--- config.mk ---
export PLATFORM = sky130hd
export DESIGN_NAME = fetch_unit
export DESIGN_NICKNAME = d
export VERILOG_FILES = /design/src/rtl/mips_pkg.sv /design/src/rtl/ifid_reg.sv /design/src/rtl/fetch_unit.sv
export SDC_FILE = /design/constraint.sdc
export NUM_CORES = 1
export LEC_CHECK = 0
export ABC_CLOCK_PERIOD_IN_PS = 3150
export CORE_ASPECT_RATIO = 0.9
export CORE_MARGIN = 1
export CORE_UTILIZATION = 50
export CTS_CLUSTER_SIZE = 20
export DETAILED_ROUTE_END_ITERATION = 12
export DONT_BUFFER_PORTS = 1
export GPL_TIMING_DRIVEN = 0
export PLACE_DENSITY_LB_ADDON = 0.08
export SYNTH_ARGS = -nofsm -noshare
export SYNTH_HDL_FRONTEND = slang
export SYNTH_SLANG_ARGS = --single-unit
--- constraint.sdc ---
create_clock -name clk -period 3.15 [get_ports clk]
set_input_delay 0.63 -clock clk [delete_from_list [all_inputs] [get_ports clk]]
set_output_delay 0.63 -clock clk [all_outputs]
set_load 0.1 [all_outputs]
--- src/rtl/mips_pkg.sv ---
// Shared types and defaults for the instruction-fetch stage.
package mips_pkg;

  localparam int WORD_W = 32;
  localparam logic [WORD_W-1:0] DEFAULT_RESET_PC = 32'h0000_0000;
  localparam int DEFAULT_IMEM_BYTES = 64;

  typedef enum logic {
    RUN   = 1'b0,
    FAULT = 1'b1
  } fetch_state_t;

endpackage

--- src/rtl/ifid_reg.sv ---
// IF/ID pipeline register: reset beats squash, squash beats hold, otherwise load.
module ifid_reg
  import mips_pkg::*;
(
  input  logic              clk_i,
  input  logic              rst_i,
  input  logic              hold_i,
  input  logic              squash_i,
  input  logic [WORD_W-1:0] instr_i,
  input  logic [WORD_W-1:0] pc4_i,
  output logic [WORD_W-1:0] instr_o,
  output logic [WORD_W-1:0] pc4_o,
  output logic              valid_o
);

  logic [WORD_W-1:0] instr_q;
  logic [WORD_W-1:0] pc4_q;
  logic              valid_q;

  // A squash only kills the valid bit; the stale payload is harmless behind it.
  always_ff @(posedge clk_i) begin
    if (rst_i) begin
      instr_q <= '0;
      pc4_q   <= '0;
      valid_q <= 1'b0;
    end else if (squash_i) begin
      valid_q <= 1'b0;
    end else if (!hold_i) begin
      instr_q <= instr_i;
      pc4_q   <= pc4_i;
      valid_q <= 1'b1;
    end
  end

  assign instr_o = instr_q;
  assign pc4_o   = pc4_q;
  assign valid_o = valid_q;

endmodule

--- src/rtl/fetch_unit.sv ---
// Fetch stage: PC register, RUN/FAULT control and the IF/ID register feeding decode.
module fetch_unit
  import mips_pkg::*;
#(
  parameter logic [31:0] RESET_PC   = DEFAULT_RESET_PC,
  parameter int          IMEM_BYTES = DEFAULT_IMEM_BYTES
) (
  input  logic        clk,
  input  logic        rst,
  input  logic        stall,
  input  logic        redirect,
  input  logic [31:0] redirect_pc,
  output logic [31:0] imem_addr,
  input  logic [31:0] imem_instr,
  output logic [31:0] ifid_instr,
  output logic [31:0] ifid_pc4,
  output logic        ifid_valid,
  output logic        fault,
  output logic [31:0] fault_pc,
  output logic [31:0] fetch_count
);

  // Highest byte address that still holds a full word.
  localparam logic [31:0] PC_LIMIT = 32'(IMEM_BYTES - 4);

  fetch_state_t state_q, state_d;
  logic [31:0]  pc_q, pc_d;
  logic [31:0]  faultPc_q, faultPc_d;
  logic [31:0]  fetchCount_q, fetchCount_d;
  logic [31:0]  pcPlus4;
  logic         ifidHold;
  logic         ifidSquash;

  assign pcPlus4 = pc_q + 32'd4;

  always_ff @(posedge clk) begin
    if (rst) begin
      state_q      <= RUN;
      pc_q         <= RESET_PC;
      faultPc_q    <= '0;
      fetchCount_q <= '0;
    end else begin
      state_q      <= state_d;
      pc_q         <= pc_d;
      faultPc_q    <= faultPc_d;
      fetchCount_q <= fetchCount_d;
    end
  end

  // Redirect outranks stall so a taken branch is never lost behind a hazard.
  always_comb begin
    state_d      = state_q;
    pc_d         = pc_q;
    faultPc_d    = faultPc_q;
    fetchCount_d = fetchCount_q;
    ifidHold     = 1'b0;
    ifidSquash   = 1'b0;
    case (state_q)
      RUN: begin
        if (redirect) begin
          ifidSquash = 1'b1;
          if (redirect_pc[1:0] == 2'b00) begin
            pc_d = redirect_pc;
          end else begin
            state_d   = FAULT;
            faultPc_d = redirect_pc;
          end
        end else if (stall) begin
          ifidHold = 1'b1;
        end else if (pc_q > PC_LIMIT) begin
          state_d    = FAULT;
          faultPc_d  = pc_q;
          ifidSquash = 1'b1;
        end else begin
          pc_d = pcPlus4;
          if (fetchCount_q != 32'hFFFF_FFFF) begin
            fetchCount_d = fetchCount_q + 32'd1;
          end
        end
      end
      FAULT: begin
        ifidSquash = 1'b1;
      end
      default: begin
        state_d    = FAULT;
        ifidSquash = 1'b1;
      end
    endcase
  end

  ifid_reg uIfid (
    .clk_i    (clk),
    .rst_i    (rst),
    .hold_i   (ifidHold),
    .squash_i (ifidSquash),
    .instr_i  (imem_instr),
    .pc4_i    (pcPlus4),
    .instr_o  (ifid_instr),
    .pc4_o    (ifid_pc4),
    .valid_o  (ifid_valid)
  );

  assign imem_addr   = pc_q;
  assign fault       = (state_q == FAULT);
  assign fault_pc    = faultPc_q;
  assign fetch_count = fetchCount_q;

endmodule

==> reports/metrics.csv <==
metric,value,unit
outcome,"complete, no violations",
min_path_type,in -> reg,
h-tree-depth,4,
clock_path_buffers,2,
overflow,0,
initial_core_util,0.513,
route.detailed.drc,0,
layout-drive-gt1-share,0.110,
slowest_stage,dfxtp_1,
cap_violations,0,
synth-edff-count,0,
clk_latency,0.42,ns
crit_path_start_kind,register,
timing.critical_path.buf_inv,1,
worst_setup_path_end_kind,register,
numCtsBuffers,17,
gr-usage-met1,0.297,
layoutNonFillerInstCount,938,
synth_area_leaders,"dfxtp_1, nand2_1, a21oi_1, mux2i_1, nor2_1",
synth_top_cell_by_area,dfxtp_1,
grt_pass1_vias,5091,
vias,5515,
finalWeightedCongestion,0.841,
io_buffers,0,
pin_count,230,
fin_crit_sh,0.951,
top_usage_layer,met2,
postCtsSetupRepairBufs,0,
grt_use_met3,0.0962,
die_y,110,µm
core_area,12600,µm²
ant_nets,0,
multi_input_area,2980,µm²
fill_cells,1171,
yosysWarnings,0,
p_per_area,716,nW/µm²
crit_type,reg -> reg,
synth.cell_area,6480,µm²
path_clk_slew,0.06,ns
wl_per_cell,19.0,µm
crit_required,3.43,ns
via_per_inst,5.88,
std_cell_rows,39,
worstPathMaxFanout,10,
hold_buffers,0,
yosysTopAreaCellShare,0.501,
worstMarginPinSlew,1.18,ns
leakage,2.62,nW
cp_top_family,simple AND/OR/NAND/NOR gates,
async_reset_ff_frac,0,
peakVddDrop,0.622,mV
synth.most_common_cell,dfxtp_1,
place_inst,907,
cts_tree,done,
die_area,13400,µm²
setup_violations,0,
die_x,122,µm
fin_nets,832,
grt_usage,0.259,
antenna_cells,0,
synth_sequential_area_ratio,0.501,
antenna_found_initial,0,
crit_arrival,3.28,ns
dominantRegCellSynth,dfxtp_1,
syn2layout_area_growth,12.6,%
finClkSkew,0.00698,ns
cpPeakStageDelay,1.07,ns
path_cells,"nand4_1, nor3_1, nand4_2, clkbuf_1, nand4_1, xor2_1, nor2_1",
grt.met2_usage,0.452,
grt_pass1_wl,26.6,mm
dp_hpwl,13.0,mm
regArea,3280,µm²
wl,17.8,mm
cts_num_sinks,162,
hold_ws,0.345,ns
finalSetupTns,0,ns
synth_cell_types,48,
first_pass_iters,5,
fin_crit,3.00,ns
finalHoldViolCount,0,
yosys-top-cells-count,"dfxtp_1, nand2_1, a21oi_1",
cts_resized,4,
path_common_cell,nand4_1,
slew_headroom,0.214,
synth-seq-cells,162,
fmax,334,MHz
post-route-util,0.577,
slew_viol_final,0,
drtIter0Drc,269,
grt_max_degree,17,
cts_root_buf,clkbuf_16,
synth_area_per_cell,8.72,µm²
synth_nets,813,
netlist_instances,743,
-- logic make-up (layout without fill, tap and decap cells) --
kind of cell / Yosys count / in the layout / synth area share
fa+ha+maj: 2 / 2 / 0.00386
mux: 29 / 29 / 0.0450
buf+inv: 59 / 90 / 0.0398
xor+xnor: 17 / 17 / 0.0230
simple gates: 329 / 329 / 0.252
flops: 162 / 162 / 0.501
compound gates: 145 / 145 / 0.136
-- flip-flops by register name, summed over array words and instances, names as in the netlist --
signal / cells
uIfid.pc4_o: 32
uIfid.instr_o: 32
imem_addr: 32
fault_pc: 32
fetch_count: 32
fault: 1
uIfid.valid_o: 1
-- worst paths after layout --
| path | to | depth (start not counted) | slack (ns) | start |
|---|---|---|---|---|
| hold reg to reg | uIfid.pc4_o[1] | 2 | 0.54 | imem_addr[1] |
| hold / removal | uIfid.instr_o[21] | 2 | 0.35 | imem_instr[21] |
| setup / recovery | fetch_count[5] | 7 | 0.15 | fetch_count[24] |
| setup reg to reg | fetch_count[5] | 7 | 0.15 | fetch_count[24] |
-- per-layer routing --
layer  share of wire  vias up
met5               0        -
met4           0.011        0
met3           0.093       15
met2            0.49      220
met1            0.40     2649
li1                -     2631
-- area by class of cell --
type | instances | share of cell area
inverters | 4 | 0.00206
clock buffers | 23 | 0.0683
clock inverters | 8 | 0.0106
multi-input cells | 522 | 0.408
well taps | 164 | 0.0281
plain buffers | 55 | 0.0333
flip-flops and latches | 162 | 0.449
-- through the flow --
step / worst slack [ns] / total power, mW / area (µm²)
4_1_cts: 0.0400 / 5.24 / 7260
3_5_place_dp: -0.289 / 3.27 / 6680
5_1_grt: -0.0223 / 5.37 / 7290
6_report: 0.154 / 5.22 / 7290
3_3_place_gp: -0.279 / 3.25 / 6680
2_1_floorplan: 0.284 / 3.14 / 6480
-- report_power, final --
part           leakage (nW)  switching [mW]  internal [mW]
clock                 0.269           0.808           1.19
combinational          1.02           0.242          0.126
sequential             1.33           0.716           2.14
total                  2.62            1.77           3.45
-- cells in the final DEF, fill, tap and decap left out, types with 6 or more instances in the layout --
master     count
a311oi_1       8
nand2b_1      10
nand2_1      116
or4_1          6
or3_1          7
a21oi_1       75
clkbuf_1      36
clkbuf_16     17
dfxtp_1      140
o21ai_0       14
xor2_1        14
mux2i_1       28
nand4_1       11
a211oi_1      29
and2_1        29
o31ai_1        7
nor2_1        67
buf_2         14
nand3_1       40
nor4_1         8
nand4_2        6
and3_1         6
dfxtp_2       20
No activity file was read; power rests on OpenSTA's default activity.
